==> src/rtl/shift_add_pkg.sv <==
// Shared types and sizing for the shift-and-add multiplier.
package shift_add_pkg;

  typedef enum logic [1:0] {
    IDLE = 2'd0,
    CALC = 2'd1,
    DONE = 2'd2
  } state_t;

  localparam int N_DEF = 4;

  // Counter must hold values 0..N, hence clog2(N+1).
  function automatic int cnt_width(input int n);
    return $clog2(n + 1);
  endfunction

  localparam int CNT_W = cnt_width(N_DEF);

endpackage

==> src/rtl/shift_add.sv <==
// Sequential unsigned multiplier: one shift-and-add iteration per clock,
// product registered only once all N iterations have completed.
module shift_add
  import shift_add_pkg::*;
#(
  parameter int N = N_DEF
) (
  input  logic           clk,
  input  logic           n_rst,
  input  logic           start,
  input  logic [N-1:0]   a,
  input  logic [N-1:0]   b,
  output logic [2*N-1:0] p
);

  localparam int CW = cnt_width(N);

  state_t         r_state;
  state_t         w_state_next;
  logic [2*N-1:0] r_mcand;
  logic [2*N-1:0] r_acc;
  logic [2*N-1:0] w_acc_sum;
  logic [N-1:0]   r_mplier;
  logic [CW-1:0]  r_cnt;
  logic           w_load;
  logic           w_step;
  logic           w_last;

  always_ff @(posedge clk or negedge n_rst) begin
    if (!n_rst) begin
      r_state <= IDLE;
    end else begin
      r_state <= w_state_next;
    end
  end

  // DONE is held while start stays high so a level request never retriggers.
  always_comb begin
    w_state_next = r_state;
    case (r_state)
      IDLE:    w_state_next = start  ? CALC : IDLE;
      CALC:    w_state_next = w_last ? DONE : CALC;
      DONE:    w_state_next = start  ? DONE : IDLE;
      default: w_state_next = IDLE;
    endcase
  end

  always_comb begin
    w_load = (r_state == IDLE) && start;
    w_step = (r_state == CALC);
    w_last = w_step && (r_cnt == CW'(N - 1));
  end

  always_comb begin
    if (r_mplier[0]) begin
      w_acc_sum = r_acc + r_mcand;
    end else begin
      w_acc_sum = r_acc;
    end
  end

  // p is only written on the last iteration, so partial sums never escape.
  always_ff @(posedge clk or negedge n_rst) begin
    if (!n_rst) begin
      r_mcand  <= '0;
      r_mplier <= '0;
      r_acc    <= '0;
      r_cnt    <= '0;
      p        <= '0;
    end else if (w_load) begin
      r_mcand  <= {{N{1'b0}}, a};
      r_mplier <= b;
      r_acc    <= '0;
      r_cnt    <= '0;
    end else if (w_step) begin
      r_acc    <= w_acc_sum;
      r_mcand  <= r_mcand << 1;
      r_mplier <= r_mplier >> 1;
      r_cnt    <= r_cnt + CW'(1);
      if (w_last) begin
        p <= w_acc_sum;
      end
    end
  end

endmodule

==> config.mk <==
export PLATFORM = sky130hd
export DESIGN_NAME = shift_add
export DESIGN_NICKNAME = d
export VERILOG_FILES = /design/src/rtl/shift_add_pkg.sv /design/src/rtl/shift_add.sv
export SDC_FILE = /design/constraint.sdc
export NUM_CORES = 1
export LEC_CHECK = 0
export CORE_MARGIN = 3
export CORE_UTILIZATION = 55
export DETAILED_ROUTE_END_ITERATION = 16
export GPL_ROUTABILITY_DRIVEN = 0
export PLACE_DENSITY = 0.78
export SYNTH_ARGS = -nofsm -noshare
export SYNTH_HDL_FRONTEND = slang
export SYNTH_SLANG_ARGS = --single-unit
==> constraint.sdc <==
create_clock -name clk -period 3.45 [get_ports clk]
set_clock_uncertainty 0.1 [all_clocks]
set_input_delay 1.035 -clock clk [delete_from_list [all_inputs] [get_ports clk]]
set_output_delay 1.035 -clock clk [all_outputs]
set_load 0.01 [all_outputs]
Yosys cells after proc, flatten, opt, wreduce, memory -nomap -nowiden
Cells that the tools add are included.
{ "classes": {"add_sub_neg": 2, "n_eq_ne": 3, "muxes": 13, "bitwise": 1, "reduce_logical": 5} }
{ "op_table": {"columns": ["op", "count"], "rows": [
  ["two-way mux 8 bit", 5],
  ["adder 8 bit", 1],
  ["two-way mux 4 bit", 2],
  ["two-way mux 3 bit", 2],
  ["case mux 2 bit (3 select lines)", 1],
  ["two-way mux 2 bit", 2],
  ["adder 3 x 1 -> 3 bit, second input constant", 1],
  ["== test 3 x 2 -> 1 bit, second input constant", 1],
  ["AND reduction 3 bit", 1],
  ["== test 2 x 1 -> 1 bit, second input constant", 1],
  ["== test 2 bit, second input constant", 1],
  ["logical AND 1 bit", 2],
  ["zero test 2 bit", 1],
  ["nonzero test 2 bit", 1],
  ["two-way mux 1 bit", 1],
  ["NOT 1 bit", 1]
]} }
{ "totals": {"ff_bits": 33, "inputBits": 11, "word_cells": 30} }

Depth between registers and ports, before layout
Gate-level depths: netlist (run 1).
{ "logic_depth": {"depth_word": 4, "ltp_mapped": 7, "mapped_depth_nobuf": 7} }

Least setup slack after synthesis (run 1)
Ideal clock, no wire load.
{ "synth_timing": {"kind": "input -> register", "from": "input start", "to": "register r_mplier[0]", "setup_ns": 0.083, "t_arrival_ns": 1.844, "t_required_ns": 3.267, "setup_slack_ns": 1.423, "stages": 4, "path_cell_list": "o21ai_1 -> clkbuf_1 -> nand2_1 -> o21ai_0"} }
{ "synth_via": {"elab_chain_cells": 2, "elab_cells_between_ends": 3} }
{ "synth_lines": {"columns": ["element", "line_no", "source"], "rows": [
  ["start: declaration", "shift_add.sv:10", "input logic start,"],
  ["logical AND 1 bit *", "shift_add.sv:49", "w_load = (r_state == IDLE) && start;"],
  ["two-way mux 4 bit / nonzero test 2 bit (equally long branches)", null, null],
  ["end signal: assignment", "shift_add.sv:78", "r_mplier <= r_mplier >> 1;"],
  ["end: declaration", "shift_add.sv:23", "logic [N-1:0] r_mplier;"]
]} }
Mark *: on every way between the ends. The rest lies on a longest branch, timed or not.
A chain may end at the register's enable or synchronous reset.

Worst setup path in the final report (run 1)
{ "layout_timing": {"from": "register p[3]", "to": "output p[3]"} }
{ "layout_lines": {"columns": ["element", "line_no", "source"], "rows": [
  ["start: declaration", "shift_add.sv:13", "output logic [2*N-1:0] p"],
  ["start signal: assignment", "shift_add.sv:81", "p <= w_acc_sum;"]
]} }
No word-level cell between the ends.

==> results of run 1 <==
==> registers in the layout (all words and copies together) (netlist names) <==
name and cells:
r_mcand 8, r_state 2, p 8, r_mplier 4
r_acc 8, r_cnt 3
==> metrics by stage <==
step | power (mW) | setup WS [ns] | util, %
global route | 1.783 | 1.005 | 68.55
finish | 1.644 | 1.049 | 68.55
CTS | 1.650 | 1.036 | 68.55
detailed placement | 1.392 | 0.9379 | 66.06
floorplan | 1.166 | 1.423 | -
global placement | 1.367 | 0.9767 | 66.06
==> layout make-up <==
cell class / instances / area [um^2]
flip-flops and latches: 33 / 825.8
repair buffers: 20 / 195.2
well taps: 31 / 38.79
clock buffers: 7 / 65.06
multi-input cells: 114 / 778.2
fillers: 223 / 882.1
clock inverters: 1 / 5.005
inverters: 4 / 15.01
==> Yosys cell counts, drive strengths merged <==
master,n
o211ai,1
a31oi,1
or4,1
and3,2
a21oi,10
a21o,3
a2bb2oi,3
mux2i,3
o21bai,1
ha,9
nand3,1
nor3,2
xor2,2
xnor2,3
nand2,23
and2,1
inv,4
a32o,2
o31a,1
a22o,11
o31ai,2
fa,1
nor4,1
buf,1
a22oi,6
or4b,1
nor2,5
dfrtp,33
clkbuf,7
o21ai,14
o311ai,1
a211oi,1
nor2b,2
==> worst min path at each step <==
stage	cells after the start	start	slack, ns	endpoint
after floorplan	2	r_cnt[2]	0.35	r_cnt[2]
after global placement	2	p[2]	0.37	p[2]
after detailed placement	2	p[6]	0.38	p[6]
after CTS	2	p[6]	0.40	p[6]
after global routing	2	p[6]	0.43	p[6]
final	2	p[2]	0.39	p[2]
==> logic make-up (layout without fill, tap and decap cells) <==
group           count (synthesis)  count (layout)  share of synthesized area (%)
simple gates                   39              39                          10.61
buf+inv                        12              32                          2.805
compound gates                 57              57                          24.03
xor+xnor                        5               5                          2.654
mux                             3               3                          1.820
fa+ha+maj                      10              10                          8.037
flops                          33              33                          50.04
==> power by group through the flow <==
stage          clock [mW]  combinational, mW  sequential, mW
3_5_place_dp            0              0.706           0.686
5_1_grt             0.275              0.799           0.709
4_1_cts             0.258              0.709           0.683
3_3_place_gp            0              0.684           0.683
6_report            0.254              0.706           0.684
2_1_floorplan           0              0.507           0.659
==> routing by layer <==
layer	GRT usage, %	wire length [um]	vias to the layer above
li1	-	-	621
met1	25.94	1581	612
met2	32.82	1512	29
met3	6.596	156	8
met4	12.69	63	0
met5	0	0	-
==> flow_summary.json, run 1 <==
{
  "synth_sequential_area_ratio_pct": 50.04,
  "cts_setup_buffers": 0,
  "grt_pass1_vias": 1287,
  "ioPinCount": 19,
  "place_area_um2": 1853,
  "p_switching_mw": 0.6517,
  "cap_viol_max_count": 0,
  "synth_cell_type_count": 34,
  "worst_path_max_delay_cell": "sky130_fd_sc_hd__clkdlybuf4s50_1",
  "critPathKind": "reg -> out",
  "nNetsFinal": 199,
  "initial_core_utilization_pct": 58.83,
  "remaining_drc_errors": 0,
  "numCtsBuffers": 5,
  "synthDominantAreaCellType": "sky130_fd_sc_hd__dfrtp_1",
  "cts-root-buf": "sky130_fd_sc_hd__clkbuf_4",
  "floorplan.die_area_um2": 3694,
  "drive_above_1_share_pct": 6.145,
  "number_of_standard_cells_in_the_final_layout_excluding_fillers": 210,
  "critPathLaunchType": "register",
  "clk_pin_slew_worst_paths_ns": 0.11,
  "tritoncts_sinks": 33,
  "ys_seq_elements": 33,
  "internal-power_mw": 0.9925,
  "timing.hold.worst.class": "reg -> reg",
  "n_antenna_cell": 0,
  "leakage_nw": 0.9015,
  "largest_stage_delay_worst_path_ns": 0.54,
  "final_cell_mix": "33 x sky130_fd_sc_hd__dfrtp_1, 23 x sky130_fd_sc_hd__nand2_1, 18 x sky130_fd_sc_hd__clkdlybuf4s50_1",
  "synthTopCellsByArea": "sky130_fd_sc_hd__dfrtp_1 50%, sky130_fd_sc_hd__ha_1 6.8%, sky130_fd_sc_hd__a22o_1 5.8%",
  "clock_path_buffers": 2,
  "mostFrequentLayoutCell": "sky130_fd_sc_hd__dfrtp_1",
  "nature_of_the_critical_path_endpoint": "primary output",
  "syn-num-nets": 180,
  "combinationalPowerShare_pct": 43.0,
  "pin_count_of_the_biggest_net_entering_global_routing": 34,
  "r2r_setup_slk_ns": 1.24,
  "power_density_nw_per_um2": 855.0,
  "worstPathBufferInverterCount": 1,
  "globalRouteTotalUtil_pct": 21.22,
  "post-place-cells": 202,
  "cp_num_cells": 1,
  "share_clk_of_total_power_pct": 15.5,
  "swShare_pct": 39.63,
  "htree_num_levels": 2,
  "flow.area_growth_from_synthesis_pct": 16.53,
  "detail_route.first_pass.iterations": 4,
  "placeableCoreArea_um2": 2805,
  "power.sequential.fraction_pct": 41.6,
  "die_width_um": 60.78,
  "critPathCapture": "p[3]",
  "crit_fanout": 2,
  "rsz0062_at_grt": "false",
  "period_needed_ns": 2.401,
  "maximum_resistive_drop_on_vdd_uv": 500.1,
  "critical_path_required_ns": 2.31,
  "cp_top_family": "buffers and inverters",
  "final-setup-viol-count": 0,
  "postRouteAntennaNets": 0,
  "synth.cell_area_um2": 1650,
  "first_pass_grt_wire_length_um": 5658,
  "route.detailed.wl_per_inst_um": 15.78,
  "finalCritPeriodShare_pct": 69.59,
  "worst_setup_path_startpoint": "p[3]",
  "regToRegEndpoint": "r_acc[6]",
  "timing_max_transition_violations_final": 0,
  "post_synth_inst_count": 159,
  "reg_to_reg_start": "r_acc[0]",
  "dpl_wire_length_um": 2322,
  "synth-warning-count": 0,
  "fp.dieH_um": 60.78,
  "yosys.area.top_type_share_pct": 50.04,
  "vias_per_cell": 6.048,
  "timing_worst_slew_pin_value_ns": 0.6215,
  "antenna_found_initial": 0,
  "holdBufCountCts": 0,
  "worst-r2r-cell-count": 7,
  "vias": 1270,
  "postSynthAreaPerCell_um2": 10.38,
  "final_hold_viols": 0,
  "worst-endpoint-arrival_ns": 1.27,
  "routed_wirelength_um": 3313,
  "relSlewSlack_pct": 58.48,
  "cts_tree": "done",
  "fin_area_um2": 1923,
  "fp_rows": 19,
  "outcome": "finished, final reports clean",
  "first_iter_violations": 51,
  "clk_latency_ns": 0.35,
  "port_buffers": 18,
  "globalRoute.totalOverflow": 0,
  "max_freq_mhz": 416.5,
  "timing.hold.ws_ns": 0.3924,
  "worstPathCellList": "clkdlybuf4s50_1",
  "aggregate_negative_setup_slack_ns": 0,
  "ctsResizeCount": 0
}
(Power assumes the default switching activity.)
==> inputs of run 2 (changes only) <==
- CORE_UTILIZATION: 55 -> 49
- PLACE_DENSITY: 0.78 -> 0.74
- clock period: 3.45 -> 1.95 ns (I/O delays scaled with it)
==> flow_summary.json, run 2 (synthesized netlist as in run 1, its figures left out) <==
{
  "internal-power_mw": 2.026,
  "largest_stage_delay_worst_path_ns": 0.47,
  "clock_path_buffers": 2,
  "worst-endpoint-arrival_ns": 2.24,
  "cts-root-buf": "sky130_fd_sc_hd__clkbuf_4",
  "final_hold_viols": 0,
  "share_clk_of_total_power_pct": 10.7,
  "ioPinCount": 19,
  "dpl_wire_length_um": 2726,
  "placeableCoreArea_um2": 3128,
  "route.detailed.wl_per_inst_um": 15.39,
  "vias_per_cell": 5.599,
  "largest_registers": "p (8), r_acc (8), r_mcand (8)",
  "period_needed_ns": 2.071,
  "fin_area_um2": 2211,
  "power.sequential.fraction_pct": 34.8,
  "r2r_setup_slk_ns": -0.12,
  "n_antenna_cell": 0,
  "fp.dieH_um": 64.04,
  "nature_of_the_critical_path_endpoint": "register",
  "outcome": "complete, but fails checks",
  "max_freq_mhz": 482.9,
  "p_switching_mw": 1.314,
  "tritoncts_sinks": 33,
  "nNetsFinal": 228,
  "post-place-cells": 239,
  "rsz0062_at_grt": "true",
  "timing.hold.worst.class": "reg -> reg",
  "violations": "setup timing",
  "finalPower_mw": 3.339,
  "number_of_standard_cells_in_the_final_layout_excluding_fillers": 252,
  "drive_above_1_share_pct": 22.60,
  "pin_count_of_the_biggest_net_entering_global_routing": 34,
  "detail_route.first_pass.iterations": 6,
  "worst_path_max_delay_cell": "sky130_fd_sc_hd__or4_1",
  "layout_fillers": 235,
  "routed_wirelength_um": 3878,
  "first_iter_violations": 63,
  "globalRoute.totalOverflow": 0,
  "swShare_pct": 39.34,
  "crit_fanout": 4,
  "critPathLaunchType": "register",
  "combinationalPowerShare_pct": 54.4,
  "finalCritPeriodShare_pct": 106.2,
  "final_cell_mix": "33 x sky130_fd_sc_hd__dfrtp_1, 30 x sky130_fd_sc_hd__buf_4, 23 x sky130_fd_sc_hd__nand2_1",
  "antenna_found_initial": 0,
  "final-setup-viol-count": 3,
  "mostFrequentLayoutCell": "sky130_fd_sc_hd__dfrtp_1",
  "initial_core_utilization_pct": 52.76,
  "grt_pass1_vias": 1511,
  "globalRouteTotalUtil_pct": 21.03,
  "clk_pin_slew_worst_paths_ns": 0.10,
  "vias": 1411,
  "critical_path_required_ns": 2.12,
  "htree_num_levels": 2,
  "clk_latency_ns": 0.34,
  "cts_tree": "done",
  "postRouteAntennaNets": 0,
  "fp_rows": 20,
  "timing.hold.ws_ns": 0.3892,
  "timing_worst_slew_pin_value_ns": 0.4795,
  "timing_max_transition_violations_final": 0,
  "power_density_nw_per_um2": 1510,
  "numCtsBuffers": 5,
  "die_width_um": 64.04,
  "first_pass_grt_wire_length_um": 6658,
  "floorplan.die_area_um2": 4100,
  "final.setup.worst_slack_ns": -0.1209,
  "critPathKind": "reg -> reg",
  "leakage_nw": 1.111,
  "relSlewSlack_pct": 67.91,
  "port_buffers": 18,
  "aggregate_negative_setup_slack_ns": -0.1991,
  "remaining_drc_errors": 0,
  "worstPathCellList": "ha_4 > o211ai_1 > nor3_2 > nor4_1 > buf_4 > or4_1 > a31oi_1",
  "cap_viol_max_count": 0,
  "flow.area_growth_from_synthesis_pct": 33.97,
  "place_area_um2": 2058,
  "maximum_resistive_drop_on_vdd_uv": 715.0
}
[run 2: final cells by class]
cell class	instances	area, um^2	area share, %
Inverter	4	15.01	0.6791
Timing Repair Buffer	49	431.7	19.52
Sequential cell	33	825.8	37.35
Clock buffer	6	41.29	1.868
Clock inverter	2	10.01	0.4527
Tap cell	44	55.05	2.490
Multi-Input combinational cell	114	832.0	37.63
[run 2: worst paths after layout]
check,cells past startpoint,end,start
max,7,p[7],r_mcand[4]
max reg2reg,7,p[7],r_mcand[4]
min in group asynchronous,2,r_mcand[7],n_rst
min reg2reg,2,p[2],p[2]
max in group asynchronous,2,r_acc[4],n_rst
min,2,p[2],p[2]
[run 2: metrics by stage]
step           setup slack [ns]  util, %
3_5_place_dp            -0.1533    65.80
3_3_place_gp           -0.08064    65.80
5_1_grt                 -0.2403    70.68
4_1_cts                 -0.1199    68.64
6_report                -0.1209    70.68
2_1_floorplan          -0.04702        -
[run 2: critical path: cells and delay by family, from the launching register on]
kind / cells / cell delay [ns]
flops: 1 / 0.44
simple gates: 3 / 0.71
buf+inv: 1 / 0.14
compound gates: 2 / 0.30
fa+ha+maj: 1 / 0.30
[run 2: power groups by stage]
stage	Combinational (mW)	Sequential (mW)	Clock [mW]
global placement	1.59	1.14	0
floorplan	0.904	1.17	0
CTS	1.72	1.15	0.366
global route	2.00	1.20	0.401
detailed placement	1.66	1.16	0
finish	1.82	1.16	0.359
[run 2: what timing repair did]
item | CTS | global route
hold buffers | 0 | 0
buffers inserted | 2 | 3
pin swaps | 3 | 5
gates resized for setup | 4 | 11
setup endpoints to repair | 4 | 12
[run 2: per-layer routing]
layer / track usage [%] / part of all wire (%)
met2: 36.90 / 50
met5: 0 / 0
met1: 24.32 / 44
met3: 4.569 / 3.8
met4: 9.434 / 2.3
